$ cat config.mk
export PLATFORM = sky130hd
export DESIGN_NAME = led_code_sequencer
export DESIGN_NICKNAME = d
export VERILOG_FILES = /design/src/rtl/led_seq_pkg.sv /design/src/rtl/led_code_sequencer_rr_arbiter.sv /design/src/rtl/led_code_sequencer.sv
export SDC_FILE = /design/constraint.sdc
export NUM_CORES = 1
export LEC_CHECK = 0
export ABC_AREA = 1
export BUFFER_PORTS_ARGS = -buffer_cell sky130_fd_sc_hd__buf_2
export CELL_PAD_IN_SITES_DETAIL_PLACEMENT = 0
export CELL_PAD_IN_SITES_GLOBAL_PLACEMENT = 1
export CORE_ASPECT_RATIO = 0.9
export CORE_MARGIN = 10
export CORE_UTILIZATION = 46
export DETAILED_ROUTE_END_ITERATION = 7
export PLACE_DENSITY_LB_ADDON = 0.1
export SKIP_CTS_REPAIR_TIMING = 1
export SYNTH_ARGS = -nofsm -noshare
export SYNTH_HDL_FRONTEND = slang
export SYNTH_SLANG_ARGS = --single-unit
$ cat constraint.sdc
create_clock -name clk -period 6.4 [get_ports clk]
set_clock_uncertainty 0.2 [all_clocks]
set_input_delay 0.32 -clock clk [delete_from_list [all_inputs] [get_ports clk]]
set_output_delay 0.32 -clock clk [all_outputs]
set_load 0.02 [all_outputs]
$ cat src/rtl/led_seq_pkg.sv
// led_seq_pkg: shared types and defaults for the LED blink-code sequencer.
package led_seq_pkg;
    typedef enum logic [1:0] {IDLE, ON, OFF, GAP} state_t;
    localparam int DEF_N_REQ      = 4;
    localparam int DEF_PRESCALE_W = 22;
    localparam int DEF_CODE_W     = 4;
    localparam int DEF_GAP_TICKS  = 4;
    localparam int HB_PERIOD      = 8;
endpackage

$ cat src/rtl/led_code_sequencer_rr_arbiter.sv
// rr_arbiter: combinational round-robin pick of the first set request at or after ptr.
module rr_arbiter #(
    parameter int N  = 4,
    parameter int IW = (N > 1) ? $clog2(N) : 1
) (
    input  logic [N-1:0]  req,
    input  logic [IW-1:0] ptr,
    input  logic          en,
    output logic [N-1:0]  grant,
    output logic [IW-1:0] idx
);
    // Scan from the farthest offset down so the nearest request to ptr wins last.
    always_comb begin
        grant = '0;
        idx   = '0;
        for (int k = N - 1; k >= 0; k--) begin
            if (en && req[(int'(ptr) + k) % N]) begin
                grant                        = '0;
                grant[(int'(ptr) + k) % N]   = 1'b1;
                idx                          = IW'((int'(ptr) + k) % N);
            end
        end
    end
endmodule

$ cat src/rtl/led_code_sequencer.sv
// led_code_sequencer: round-robin shares one LED among requesters flashing k-pulse blink codes.
// Define LED_HEARTBEAT_EN for a 1-in-8-tick heartbeat while idle with no pending request.
module led_code_sequencer
    import led_seq_pkg::*;
#(
    parameter int N_REQ      = DEF_N_REQ,
    parameter int PRESCALE_W = DEF_PRESCALE_W,
    parameter int CODE_W     = DEF_CODE_W,
    parameter int GAP_TICKS  = DEF_GAP_TICKS
) (
    input  logic                                         clk,
    input  logic                                         rstn,
    input  logic [N_REQ-1:0]                             req,
    input  logic [N_REQ*CODE_W-1:0]                      code,
    output logic [N_REQ-1:0]                             ack,
    output logic                                         busy,
    output logic [((N_REQ > 1) ? $clog2(N_REQ) : 1)-1:0] owner,
    output logic                                         LED
);
    localparam int OW = (N_REQ > 1) ? $clog2(N_REQ) : 1;
    localparam int GW = (GAP_TICKS > 1) ? $clog2(GAP_TICKS) : 1;

    state_t              state, state_d;
    logic [PRESCALE_W-1:0] presc, presc_d;
    logic [CODE_W-1:0]   rem, rem_d;
    logic [GW-1:0]       gap_cnt, gap_d;
    logic [OW-1:0]       ptr, ptr_d, owner_d, gidx;
    logic [N_REQ-1:0]    grant, ack_d;
    logic [CODE_W-1:0]   gcode;
    logic                led_d, tick;

    rr_arbiter #(.N(N_REQ), .IW(OW)) u_arb (
        .req   (req),
        .ptr   (ptr),
        .en    (state == IDLE),
        .grant (grant),
        .idx   (gidx)
    );

    assign tick  = &presc;
    assign gcode = code[gidx*CODE_W +: CODE_W];
    assign busy  = state != IDLE;

`ifdef LED_HEARTBEAT_EN
    logic [$clog2(HB_PERIOD)-1:0] hb_cnt, hb_d;
    always_ff @(posedge clk or negedge rstn) begin
        if (!rstn) hb_cnt <= '0;
        else       hb_cnt <= hb_d;
    end
    always_comb begin
        hb_d = '0;
        if (state == IDLE && !(|grant)) hb_d = tick ? hb_cnt + 1'b1 : hb_cnt;
    end
`endif

    always_ff @(posedge clk or negedge rstn) begin
        if (!rstn) begin
            state   <= IDLE;
            presc   <= '0;
            rem     <= '0;
            gap_cnt <= '0;
            ptr     <= '0;
            owner   <= '0;
            ack     <= '0;
            LED     <= 1'b0;
        end else begin
            state   <= state_d;
            presc   <= presc_d;
            rem     <= rem_d;
            gap_cnt <= gap_d;
            ptr     <= ptr_d;
            owner   <= owner_d;
            ack     <= ack_d;
            LED     <= led_d;
        end
    end

    always_comb begin
        state_d = state;
        presc_d = presc + 1'b1;
        rem_d   = rem;
        gap_d   = gap_cnt;
        ptr_d   = ptr;
        owner_d = owner;
        ack_d   = '0;
        led_d   = 1'b0;
        case (state)
            IDLE: begin
                if (|grant) begin
                    // Restart the prescaler so the first phase is a full tick long.
                    ack_d   = grant;
                    owner_d = gidx;
                    ptr_d   = (int'(gidx) == N_REQ - 1) ? '0 : gidx + 1'b1;
                    presc_d = '0;
                    rem_d   = gcode;
                    gap_d   = '0;
                    state_d = (gcode != '0) ? ON : GAP;
                    led_d   = gcode != '0;
                end
`ifdef LED_HEARTBEAT_EN
                else led_d = hb_cnt == '0;
`endif
            end
            ON: begin
                led_d = !tick;
                if (tick) begin
                    state_d = OFF;
                    rem_d   = rem - 1'b1;
                end
            end
            OFF: begin
                if (tick) begin
                    state_d = (rem != '0) ? ON : GAP;
                    led_d   = rem != '0;
                    gap_d   = '0;
                end
            end
            GAP: begin
                if (tick) begin
                    gap_d   = (gap_cnt == GW'(GAP_TICKS - 1)) ? '0 : gap_cnt + 1'b1;
                    state_d = (gap_cnt == GW'(GAP_TICKS - 1)) ? IDLE : GAP;
                end
            end
            default: state_d = IDLE;
        endcase
    end
endmodule
==> results.sh <==
export IMPL_clk_latency_ps=290
export IMPL_crit_path_max_incr_delay_ps=590
export IMPL_clkSlewWorstSetupHoldPaths_ps=80
export IMPL_post_place_ws_ps=3510
export IMPL_ff2ff_setup_slack_ps=3500
export IMPL_worst_setup_path_start_kind="register"
export IMPL_p_sw_uw=101
export IMPL_fillCellCount=579
export IMPL_dpl_instance_area_um2=2810
export IMPL_cts_num_sinks=39
export IMPL_worstPathRequired_ps=6390
export IMPL_reg2reg_depth=15
export IMPL_worst_hold_path_type="primary input to asynchronous set/reset pin"
export IMPL_die_h_um=91.8
export IMPL_post_route_drc_count=0
export IMPL_p_comb_frac=0.040
export IMPL_nNetsFinal=405
export IMPL_rows=26
export IMPL_p_seq_frac=0.481
export IMPL_die_area_um2=9160
export IMPL_powerDensity_nw_per_um2=174
export IMPL_fin_tns_setup_ps=0
export IMPL_start_util=0.468
export IMPL_drt_initial_drc_count=60
export IMPL_htree_num_levels=2
export IMPL_clockBufferDepth=2
export IMPL_synthArstFlopShare=1.00
export IMPL_timing_max_cap_violations=0
export IMPL_n_antenna_cell=0
export IMPL_first_global_vias=2239
export IMPL_irDropWorstVdd_uv=137
export IMPL_period_minus_slack_ps=2900
export IMPL_cts_tree="done"
export IMPL_p_leak_nw=1.51
export IMPL_grt_usage=0.130
export IMPL_num_vias=2243
export IMPL_power_internal_uw=410
export IMPL_drt_wirelength_per_cell_um=12.8
export IMPL_crit_slowest_cell="dfrtp_1"
export IMPL_io_pins=30
export IMPL_final_layout_size_suffix_gt1_frac=0.205
export IMPL_worst_slack_ps=3500
export IMPL_grt_max_degree=40
export IMPL_gp_congestion=0.803
export IMPL_die_width_um=99.8
export IMPL_synth_distinct_cells=35
export IMPL_synth_ff_type="dfrtp_1"
export IMPL_yosysTopAreaCell="dfrtp_1"
export IMPL_final_cell_area_um2=2940
export IMPL_synthCells=344
export IMPL_numCtsBuffers=5
export IMPL_status="finished, violations left"
export IMPL_overflow=0
export IMPL_slew_violations=0
export IMPL_finalHoldViolCount=39
export IMPL_postRouteAntennaNets=0
export IMPL_p_sw_frac=0.198
export IMPL_rsz0062_at_grt="no"
export IMPL_syn_avg_cell_area_um2=7.66
export IMPL_whs_ps=-64.5
export IMPL_totalWireLength_um=5720
export IMPL_crit_chain="inv_4, ha_1, nand3b_2, nand3_4, nand2_2, nand2_1, nand3_1, o21ai_2, nand2_2, nor2_8, nand2_2, nand3_2, inv_2, nand2_1, nand2_1"
export IMPL_syn_nets=374
export IMPL_synth_area_um2=2630
export IMPL_synth_edf_count=0
export IMPL_violations="negative hold slack"
export IMPL_drt_pass1_iter_count=4
export IMPL_port_buffers=29
export IMPL_ys_warn_count=0
export IMPL_synth_seq_cells=39
export IMPL_critical_path_arrival_ps=2880
export IMPL_area_growth_pct=11.7
export IMPL_layout_commonest_cell="nand2_1"
export IMPL_rr_startpoint="ptr[0]"
export IMPL_endpoint_kind="register"
export IMPL_worstSetupPathType="register to register"
export IMPL_dpl_hpwl_um=4390
export IMPL_synth_area_leaders="dfrtp_1 (37%), nand2_1 (12%), nand3_1 (7.6%)"
export IMPL_synth_top_area_share=0.371
export IMPL_dp_cells=438
export IMPL_synth_yosys_seq_area_share=0.371
export IMPL_finalSetupViolCount=0
export IMPL_viasPerCell=5.03
export IMPL_max_freq_mhz=345
export IMPL_cts_root_buf="clkbuf_8"
export IMPL_core_area_um2=5630
export IMPL_slew_headroom=0.410
export IMPL_grt_pass1_wl_um=10000
export IMPL_antenna_found_initial=0
export IMPL_final_cell_mix="nand2_1 (86), nand3_1 (40), dfrtp_1 (39)"
export IMPL_clkPwrFrac=0.479
export IMPL_min_period_over_period=0.452
export IMPL_reg2reg_to="rem[2]"
export IMPL_tightest_slew_ps=885
export IMPL_fin_cells=446
export IMPL_cp_max_fo=16
-- how the worst max path moves through the flow --
stage / slack (ps) / from / to / cells after the start
after global placement: 3570 / ptr[0] / LED / 15
after CTS: 3490 / ptr[0] / rem[2] / 15
after detailed placement: 3510 / ptr[0] / rem[2] / 15
final: 3500 / ptr[0] / rem[2] / 15
after global routing: 3240 / ptr[0] / rem[0] / 15
after floorplan: 3860 / ptr[0] / rem[0] / 17
-- sequential cells by signal, indices dropped and copies added (netlist names) --
register  flops
LED           1
ack           4
gap_cnt       2
owner         2
presc        22
ptr           2
rem           4
state         2
-- power by group through the flow --
| stage | clock network [mW] | registers, mW | logic (mW) |
|---|---|---|---|
| after floorplan | 0 | 0.251 | 0.00811 |
| after detailed placement | 0 | 0.251 | 0.0211 |
| after CTS | 0.249 | 0.246 | 0.0212 |
| after global routing | 0.260 | 0.246 | 0.0235 |
| after global placement | 0 | 0.251 | 0.0210 |
| final | 0.245 | 0.246 | 0.0204 |
-- worst max-delay path: cells and delay by family, from the launching register on --
| kind | cells | cell delay, ps |
|---|---|---|
| simple gates | 11 | 1360 |
| flops | 1 | 590 |
| buf+inv | 2 | 160 |
| compound gates | 1 | 90 |
| fa+ha+maj | 1 | 400 |
-- cell families after synthesis --
family | after synthesis | synth area share
compound gates | 31 | 0.0651
xor+xnor | 8 | 0.0266
fa+ha+maj | 8 | 0.0380
buf+inv | 47 | 0.0831
flops | 39 | 0.371
simple gates | 211 | 0.417
-- synth_stat cells, types with 2 or more instances --
master    number
buf_6          5
nand2_2       10
a21oi_1       13
nand3_2        5
nand2_4        3
nor2_1        27
inv_1         37
nor3_1         9
o21ai_1        3
inv_4          2
nand3_4        2
nor2_4         3
xnor2_1        5
nand3_1       40
dfrtp_1       39
o21ai_2        2
nand3b_1       4
ha_1           8
nor2_2         5
xor2_1         3
nand4_1        9
nand2_1       86
inv_2          3
o21ai_0       10
-- per-stage QoR --
| step | utilization | power, mW |
|---|---|---|
| floorplan | - | 0.259 |
| global placement | 0.499 | 0.272 |
| detailed placement | 0.499 | 0.272 |
| CTS | 0.523 | 0.516 |
| global route | 0.523 | 0.530 |
| finish | 0.523 | 0.511 |
-- per-layer routing --
| layer | track usage | vias to the layer above | wire, µm |
|---|---|---|---|
| met2 | 0.212 | 14 | 2770 |
| met3 | 0.0285 | 5 | 146 |
| li1 | - | 1183 | - |
| met4 | 0.0358 | 0 | 40 |
| met5 | 0 | - | 0 |
| met1 | 0.167 | 1041 | 2760 |
-- cell type report --
cell class / instances / area (µm²) / share of cell area
Multi-Input combinational cell: 258 / 1440 / 0.489
Clock buffer: 6 / 72.6 / 0.0247
Timing Repair Buffer: 29 / 145 / 0.0493
Sequential cell: 39 / 976 / 0.332
Inverter: 42 / 163 / 0.0553
Tap cell: 70 / 87.6 / 0.0298
Clock inverter: 2 / 60.1 / 0.0204
No activity file was read; power rests on OpenSTA's default activity.
